`src/rtl/fetch_prefetch_queue.sv`:
```
// Instruction prefetcher: issues word-aligned reads to a pipelined iMEM and queues the
// returned words with their addresses; a redirect flushes the queue and drops stale responses.
module fetch_prefetch_queue #(
  parameter logic [31:0] BOOT_ADDRESS    = 32'h0,
  parameter int          FIFO_DEPTH      = 4,
  parameter int          MAX_OUTSTANDING = 2
) (
  input  logic        clk,
  input  logic        rst_n,
  input  logic        req_i,
  input  logic        target_valid_i,
  input  logic [31:0] target_addr_i,
  output logic        instr_valid_o,
  input  logic        instr_ready_i,
  output logic [31:0] instr_o,
  output logic [31:0] instr_addr_o,
  output logic        imem_valid_o,
  input  logic        imem_ready_i,
  output logic [31:0] imem_addr_o,
  input  logic        imem_rvalid_i,
  input  logic [31:0] imem_rdata_i
);
  localparam int PW = $clog2(FIFO_DEPTH);
  localparam int CW = PW + 1;
  localparam int OW = $clog2(MAX_OUTSTANDING + 1);

  typedef struct packed {
    logic [31:0] data;
    logic [31:0] addr;
  } entry_t;

  entry_t [FIFO_DEPTH-1:0] mem_q, mem_d;
  logic [31:0]   fetch_addr_q, fetch_addr_d, resp_addr_q, resp_addr_d;
  logic [OW-1:0] outst_q, outst_d, discard_q, discard_d, live;
  logic [CW-1:0] count_q, count_d;
  logic [PW-1:0] rd_ptr_q, rd_ptr_d, wr_ptr_q, wr_ptr_d;
  logic [31:0]   target_al;
  logic          credit, grant, push, pop, flush;
  logic          unused_ok;

  assign unused_ok = ^target_addr_i[1:0];
  assign target_al = {target_addr_i[31:2], 2'b00};
  assign flush     = target_valid_i;
  assign live      = outst_q - discard_q;

  // A granted read must always find a FIFO slot, counting queued words and live reads.
  // On a redirect the queue and all current reads are about to become stale.
  always_comb begin
    credit = 1'b0;
    if (outst_q < OW'(MAX_OUTSTANDING)) begin
      if (flush) credit = 1'b1;
      else       credit = (32'(count_q) + 32'(live)) < 32'(FIFO_DEPTH);
    end
  end

  assign imem_valid_o  = rst_n & (req_i | target_valid_i) & credit;
  assign imem_addr_o   = flush ? target_al : fetch_addr_q;
  assign grant         = imem_valid_o & imem_ready_i;
  assign instr_valid_o = (count_q != '0);
  assign instr_o       = instr_valid_o ? mem_q[rd_ptr_q].data : 32'h0;
  assign instr_addr_o  = instr_valid_o ? mem_q[rd_ptr_q].addr : 32'h0;
  assign push          = imem_rvalid_i & (discard_q == '0) & ~flush;
  assign pop           = instr_valid_o & instr_ready_i & ~flush;

  always_comb begin
    fetch_addr_d = fetch_addr_q;
    if (grant)      fetch_addr_d = imem_addr_o + 32'd4;
    else if (flush) fetch_addr_d = target_al;

    outst_d = outst_q + OW'(grant) - OW'(imem_rvalid_i);

    // A read granted in the redirect cycle targets the new stream, so it is not discarded.
    discard_d = discard_q;
    if (flush)                                    discard_d = outst_q - OW'(imem_rvalid_i);
    else if (imem_rvalid_i && discard_q != '0)    discard_d = discard_q - OW'(1);

    resp_addr_d = resp_addr_q;
    if (flush)     resp_addr_d = target_al;
    else if (push) resp_addr_d = resp_addr_q + 32'd4;

    mem_d    = mem_q;
    rd_ptr_d = rd_ptr_q;
    wr_ptr_d = wr_ptr_q;
    count_d  = count_q;
    if (flush) begin
      rd_ptr_d = '0;
      wr_ptr_d = '0;
      count_d  = '0;
    end else begin
      if (push) begin
        mem_d[wr_ptr_q] = '{data: imem_rdata_i, addr: resp_addr_q};
        wr_ptr_d        = wr_ptr_q + PW'(1);
      end
      if (pop) rd_ptr_d = rd_ptr_q + PW'(1);
      count_d = count_q + CW'(push) - CW'(pop);
    end
  end

  always_ff @(posedge clk or negedge rst_n) begin
    if (!rst_n) begin
      fetch_addr_q <= BOOT_ADDRESS;
      resp_addr_q  <= BOOT_ADDRESS;
      outst_q      <= '0;
      discard_q    <= '0;
      count_q      <= '0;
      rd_ptr_q     <= '0;
      wr_ptr_q     <= '0;
      mem_q        <= '0;
    end else begin
      fetch_addr_q <= fetch_addr_d;
      resp_addr_q  <= resp_addr_d;
      outst_q      <= outst_d;
      discard_q    <= discard_d;
      count_q      <= count_d;
      rd_ptr_q     <= rd_ptr_d;
      wr_ptr_q     <= wr_ptr_d;
      mem_q        <= mem_d;
    end
  end

  a_no_overflow: assert property (@(posedge clk) disable iff (!rst_n)
    !(push && !pop && count_q == CW'(FIFO_DEPTH)));
  a_no_spurious_rsp: assert property (@(posedge clk) disable iff (!rst_n)
    !(imem_rvalid_i && outst_q == '0));
endmodule
```
`config.mk`:
```
export PLATFORM = sky130hd
export DESIGN_NAME = fetch_prefetch_queue
export DESIGN_NICKNAME = d
export VERILOG_FILES = /design/src/rtl/fetch_prefetch_queue.sv
export SDC_FILE = /design/constraint.sdc
export NUM_CORES = 1
export LEC_CHECK = 0
export CORE_UTILIZATION = 52
export CTS_CLUSTER_SIZE = 25
export DETAILED_ROUTE_END_ITERATION = 6
export PLACE_DENSITY = 0.79
export RECOVER_POWER = 50
export SYNTH_ARGS = -nofsm -noshare
export SYNTH_HDL_FRONTEND = slang
export SYNTH_SLANG_ARGS = --single-unit
```
`constraint.sdc`:
```
create_clock -name clk -period 2.4 [get_ports clk]
set_input_delay 0.24 -clock clk [delete_from_list [all_inputs] [get_ports clk]]
set_output_delay 0.24 -clock clk [all_outputs]
set_load 0.01 [all_outputs]
```
Word-level counts from Yosys, hierarchy flattened
Cells that the tools add are included.
Widths: inputs -> output; s select.

operators by class
  reduce and logical (&&, ||, !) cells = 9
  order comparisons = 5
  $add $sub $neg = 12
  mux-type cells = 20
  bitwise gates (word level) = 9

operator list
  cell                   count
  $bwmux 256             1
  $mux 32                6
  $bmux 64 s2            1
  $demux 64 s2           1
  $mux 64                2
  $add 32x3->32 const B  2
  $mux 2                 6
  $reduce_bool 2->1      4
  $and 1x1->1            7
  $lt 2x3->1 const B     2
  $add 2x1->2 const B    2
  $add 3x2->4            1
  $lt 4x3->1 const B     1
  $sub 2x1->2            2
  $add 3x1->3            1
  $mux 3                 1
  $reduce_bool 3->1      1
  $sub 3x1->3            1
  $add 2x1->2            1
  $ge 2x1->1 const B     1
  $logic_and 1x1->1      2
  $logic_not 2->1        1
  $lt 2x2->1 const B     1
  $mux 1                 2
  other kinds (5)        5

word-level totals
  word-level logic and storage cells = 70
  output and inout port bits = 98
  bits of input ports = 71
  flip-flop bits (word level) = 331

Longest topological paths before layout
  depth in word-level cells = 9
  gate-level depth with buffers = 14
  depth with buffers taken out = 13

Worst setup path after synthesis
OpenSTA, ideal clock, no wires.

  path type = flip-flop to flip-flop
  start = reg discard_q[0]
  end = reg outst_q[1]
  clock period less this slack = 2.516 ns
  required time = 2.275 ns
  path buffers = 1
  library setup time = 0.125 ns
  setup slack = -0.116 ns
  arrival time = 2.391 ns
  stages on the path, launching flop included = 14
  path through = dfrtp_1 -> ha_1 -> xnor2_1 -> xnor2_1 -> ha_1 -> nor3b_1 -> o2111a_1 -> buf_2 -> inv_1 -> ha_1 -> inv_1 -> ha_1 -> xnor2_1 -> xnor2_1

on the way
  word-level cells in the longest chain between the ends = 9

RTL lines
  element                 RTL line  RTL
  start, declared         34        logic [OW-1:0] outst_q, outst_d, discard_q, discard_d, live;
  start signal, assigned  113       discard_q <= discard_d;
  $sub 2x2->2             44        assign live = outst_q - discard_q;
  $add 3x2->4             52        else credit = (32'(count_q) + 32'(live)) < 32'(FIFO_DEPTH);
  $lt 4x3->1              52
  $mux 1                  51        if (flush) credit = 1'b1;
  $mux 1                  50        if (outst_q < OW'(MAX_OUTSTANDING)) begin
  $and 1x1->1             56        assign imem_valid_o = rst_n & (req_i | target_valid_i) & credit;
  $and 1x1->1             58        assign grant = imem_valid_o & imem_ready_i;
  $add 2x1->2             70        outst_d = outst_q + OW'(grant) - OW'(imem_rvalid_i);
  $sub 2x1->2             70
  net outst_d[1]          34
  end signal, assigned    112       outst_q <= outst_d;
  end, declared           34

The timed path passes the listed nets, and every way through them passes these cells.
A chain may end at the register's enable or synchronous reset.

Worst setup path in the final report
  start = reg outst_q[0]
  end = reg fetch_addr_q[29]

on the way
  word-level cells in the longest chain between the ends = 8
  elaborated cells between the ends (all ways) = 9
  those cells by class = add/sub (2); order compare (2); mux (3); bitwise (2)

RTL lines
  element               RTL line  RTL
  $sub 2x2->2           44
  $add 3x2->4           52
  $lt 4x3->1            52
  $mux 1                51
  $mux 1 (*)            50
  $and 1x1->1 (*)       56
  $and 1x1->1 (*)       58
  $mux 32 (*)           67        if (grant) fetch_addr_d = imem_addr_o + 32'd4;
  net fetch_addr_d[29]  33        logic [31:0] fetch_addr_q, fetch_addr_d, resp_addr_q, resp_addr_d;
  end signal, assigned  110       fetch_addr_q <= fetch_addr_d;
  end, declared         33

Mark *: on every way through the listed nets, which the timed path passes. The rest lies on a longest branch.

==> results by stage <==
Status:
- The flow ran to the end, but the final reports show violations.
- The final reports fail on design-rule violations, negative setup slack.

Finish:
- The number of antenna diodes in the final layout is 0.
- Fill cells in the final layout number around 2,100.
- The share of final-layout standard cells stronger than drive strength 1 is 0.4155.
- Across the whole layout, storage elements account for 0.008038 mm2.
- The library cell used most frequently in the layout, excluding fill and tap cells, is sky130_fd_sc_hd__dfrtp_1.
- Once layout is complete, the cells apart from fillers number 1,781.
- In the layout the commonest cells are sky130_fd_sc_hd__dfrtp_1 (319), sky130_fd_sc_hd__mux2_2 (243), sky130_fd_sc_hd__clkdlybuf4s50_1 (99), sky130_fd_sc_hd__nand2_1 (75), sky130_fd_sc_hd__mux4_2 (62).
- The net total in the final layout is 1,456.
- Relative to the synthesized area, the layout overhead comes to 24.96%.
- The area occupied by multi-input gates is 0.007328 mm2.
- For this run, the share of the core covered by cells in the final layout is 0.6591.

STA:
- The fmax is between 0.4 and 0.5 GHz.
- Setup violations remaining at the end of the flow were counted as 5.
- The smallest clock period supported by the final layout is computed as roughly 2.4 ns.
- The number of endpoints with negative hold slack in the final report was 0.
- The final critical-path share of the clock period is 1.015.
- Setup repair after global routing could not meet its margin everywhere.
- The final setup skew is roughly 0.011 ns.
- In this run the tightest slew margin relative to its limit is 0.01427.
- The number of slew-limit violations in the final report came to 0.
- For the pin with the worst max-slew slack, the measured transition is about 1.5 ns.
- Across all setup checks in the final design, the least slack found is -0.03586 ns.

Floorplanning:
- The initial utilization of the core area, before any placement, comes to 0.5275.
- In this run the horizontal extent of the chip is 175.2 um.
- The die is approximately 180 um tall.
- The number of core rows is 63.
- The die area is about 0.03 mm2.
- The placeable core region is ~0.03 mm2.
- The number of top-level pins is about 170.

Placement:
- The cell count after placement is 1,702.
- The count of buffers from port buffering is ~160.
- Timing analysis after detailed placement gives a worst setup slack of -0.1303 ns.
- Detailed placement ended at an HPWL of around 23,000 um.
- The weighted congestion at the end of routability-driven global placement is 0.8676.

Clock tree:
- TritonCTS built the clock tree.
- The cell chosen for the clock root is sky130_fd_sc_hd__clkbuf_16.
- After clock tree synthesis, the clock-pin slew on the worst setup and hold paths is 0.06 ns.
- The sink count of the clock tree is 321.
- The clock passes through at most 3 buffers.
- The H-tree depth is 2.
- The clock reaches the later pin of the worst-skew pair after around 0.51 ns.
- TritonCTS created 34 clock buffers.

Yosys:
- A synthesized cell averages between 10 and 15 um2.
- The proportion of synthesized flip-flops having asynchronous set or reset is 1.000.
- The number of instances in the synthesized netlist is 1,181.
- During synthesis, Yosys emitted a total of 0 warnings.
- The number of flops mapped to enable cells by yosys is 0.
- Summing every instance area after synthesis gives about 0.016 mm2.
- Of the synthesized area, sequential elements account for 0.5152.
- In this run, distinct cell masters in the synthesized netlist total between 50 and 60.
- The synthesized flop and latch total is roughly 320.
- Among all flip-flop cells after synthesis, the most frequent one is sky130_fd_sc_hd__dfrtp_1.

Global routing:
- The pin count of the biggest net entering global routing is between 100 and 150.
- The initial antenna violation count is 0.
- The via count of the first global-routing pass was around 11,000.
- The first global-routing pass estimated between 50,000 and 60,000 um of wire.
- The total overflow left after global routing is 0.
- In the global route stage, overall resource usage came out at 0.2410.

Power and ir drop:
- For this design the static power due to leakage is 9.056 nW.
- VDD sags by at most ~0.48 mV.
- The power per unit of standard cell area is 999.8 mW/mm2.

Route:
- The final layout contains routed wiring with a total length of 36,500 um.
- The residual antenna-violating net count after detailed routing is 0.
- The routed layout has 10,190 vias.
- After detailed routing, the number of vias per cell comes to 5.723.
- After detailed routing, the average wire length per cell comes to a little over 20 um.
- The DRC violation count after routing is 2.
- The pre-antenna-repair detailed-routing pass consisted of 7 iterations.
- The detailed router finished its first iteration with 564 violations.

Worst setup path:
- The critical path in this run is classified as reg2reg.
- The startpoint of the worst register-to-register path is outst_q[0].
- The critical path startpoint category is a register.
- The cell seen most often among critical-path stages is sky130_fd_sc_hd__buf_4.
- Of all nets on the critical path, the largest fanout is 7.
- The largest single stage delay on the critical path is ~0.37 ns.
- Setup slack on the worst reg-to-reg path comes out at -0.04 ns.
- Counting cells, the worst reg-to-reg path comes to 12.
- The type of destination of the critical path is a register.
- The library cell contributing the largest single delay on the critical path is sky130_fd_sc_hd__dfrtp_1.
- Traced cell by cell, the critical path runs through inv_2 > ha_4 > xnor2_2 > xnor2_1 > ha_1 > nand4bb_1 > o2111a_2 > buf_4 > nand4_4 > buf_4 > nor4_4 > xor2_1.
- For the worst setup path, the data arrival time is about 2.9 ns.
- The required arrival time at the worst endpoint is 2.83 ns.
- The worst flop-to-flop path endpoint is fetch_addr_q[29].

Flow run:
- The number of maximum-capacitance constraint violations is 0.

Min path:
- The classification of the worst-slack hold path is in2async.
## worst max path at each step
stage,from,end,slack (ns),depth (start not counted)
after floorplan,discard_q[0],outst_q[1],-0.07,13
after global placement,outst_q[0],outst_q[1],-0.1,13
after detailed placement,outst_q[0],outst_q[1],-0.13,13
after CTS,rd_ptr_q[0],instr_o[3],-0.11,5
after global routing,outst_q[0],fetch_addr_q[29],-0.15,12
final,outst_q[0],fetch_addr_q[29],-0.04,12
## critical path, delay by kind of cell (launching register included)
kind | cells | cell delay, ns
AOI/OAI and AO/OA | 1 | 0.27
adders and majority gates | 2 | 0.44
xor gates and xnor gates | 3 | 0.43
and+or+nand+nor | 3 | 0.44
DFF | 1 | 0.37
buffers and inverters | 3 | 0.41
## kinds of logic after synthesis
family	share of synthesized area
fa+ha+maj	0.01252
mux	0.2695
simple gates	0.09589
xor+xnor	0.03820
compound gates	0.03274
flops	0.5152
buf+inv	0.03571
other cells	0.0002405
## per-stage QoR
| step | setup TNS (ns) | hold slack [ns] | power [mW] | area, um2 |
|---|---|---|---|---|
| floorplan | -0.06748 | -0.05559 | 11.02 | 15600 |
| global placement | -0.2497 | 0.04881 | 13.28 | 17890 |
| detailed placement | -0.7040 | 0.04873 | 13.54 | 17890 |
| CTS | -0.8351 | 0.1103 | 19.31 | 19260 |
| global route | -2.592 | 0.1107 | 20.44 | 19480 |
| finish | -0.08232 | 0.1228 | 19.48 | 19480 |
## power by group
group | total (mW) | switching (mW) | internal (mW)
clock network | 5.04 | 2.09 | 2.95
logic | 7.05 | 2.86 | 4.19
registers | 7.39 | 0.754 | 6.64
## Yosys cell counts, drive strengths merged, types with 5 or more instances
library cell / count / area (um2)
dfrtp: 321 / 8033
mux2: 243 / 2736
nand2: 80 / 302.8
and2: 63 / 394.1
mux4: 62 / 1396
o21ai: 59 / 306.5
buf: 45 / 261.5
clkbuf: 41 / 156.4
inv: 37 / 138.9
xor2: 36 / 315.3
xnor2: 32 / 280.3
nand3: 30 / 172.7
nor2: 18 / 67.56
ha: 14 / 175.2
nor4: 14 / 118.9
nand4: 13 / 96.34
nor3: 13 / 65.06
mux2i: 7 / 70.07
a21oi: 5 / 25.02
nand2b: 5 / 31.28
nand3b: 5 / 87.59
## final cells by class
cell class / count / share of cell area
tap: 390 / 0.02504
multi-input combinational: 738 / 0.3761
sequential: 321 / 0.4125
inverter: 37 / 0.007128
timing repair buffer: 238 / 0.1248
clock inverter: 5 / 0.001477
clock buffer: 52 / 0.05285
## state kept, by name, summed over array words and instances (netlist names)
signal	cells
count_q	3
discard_q	2
fetch_addr_q	32
mem_q	248
outst_q	2
rd_ptr_q	2
resp_addr_q	30
wr_ptr_q	2
## repair_timing
item / CTS / global route
pin swaps: 34 / 12
endpoints found under the setup margin: 78 / 72
hold buffers: 1 / 0
gates resized for setup: 282 / 77
gates cloned: 7 / 1
setup buffers: 9 / 5
hold endpoints to repair: 188 / 0
## layer usage
layer  track usage  wire length, um  vias to the layer above
met4       0.07428              853                        0
met3       0.04373             2097                       56
li1              -                -                     4572
met2        0.3857            17500                      279
met1        0.3357            16050                     5285
met5             0                0                        -
Power figures use the tool's default switching activity.
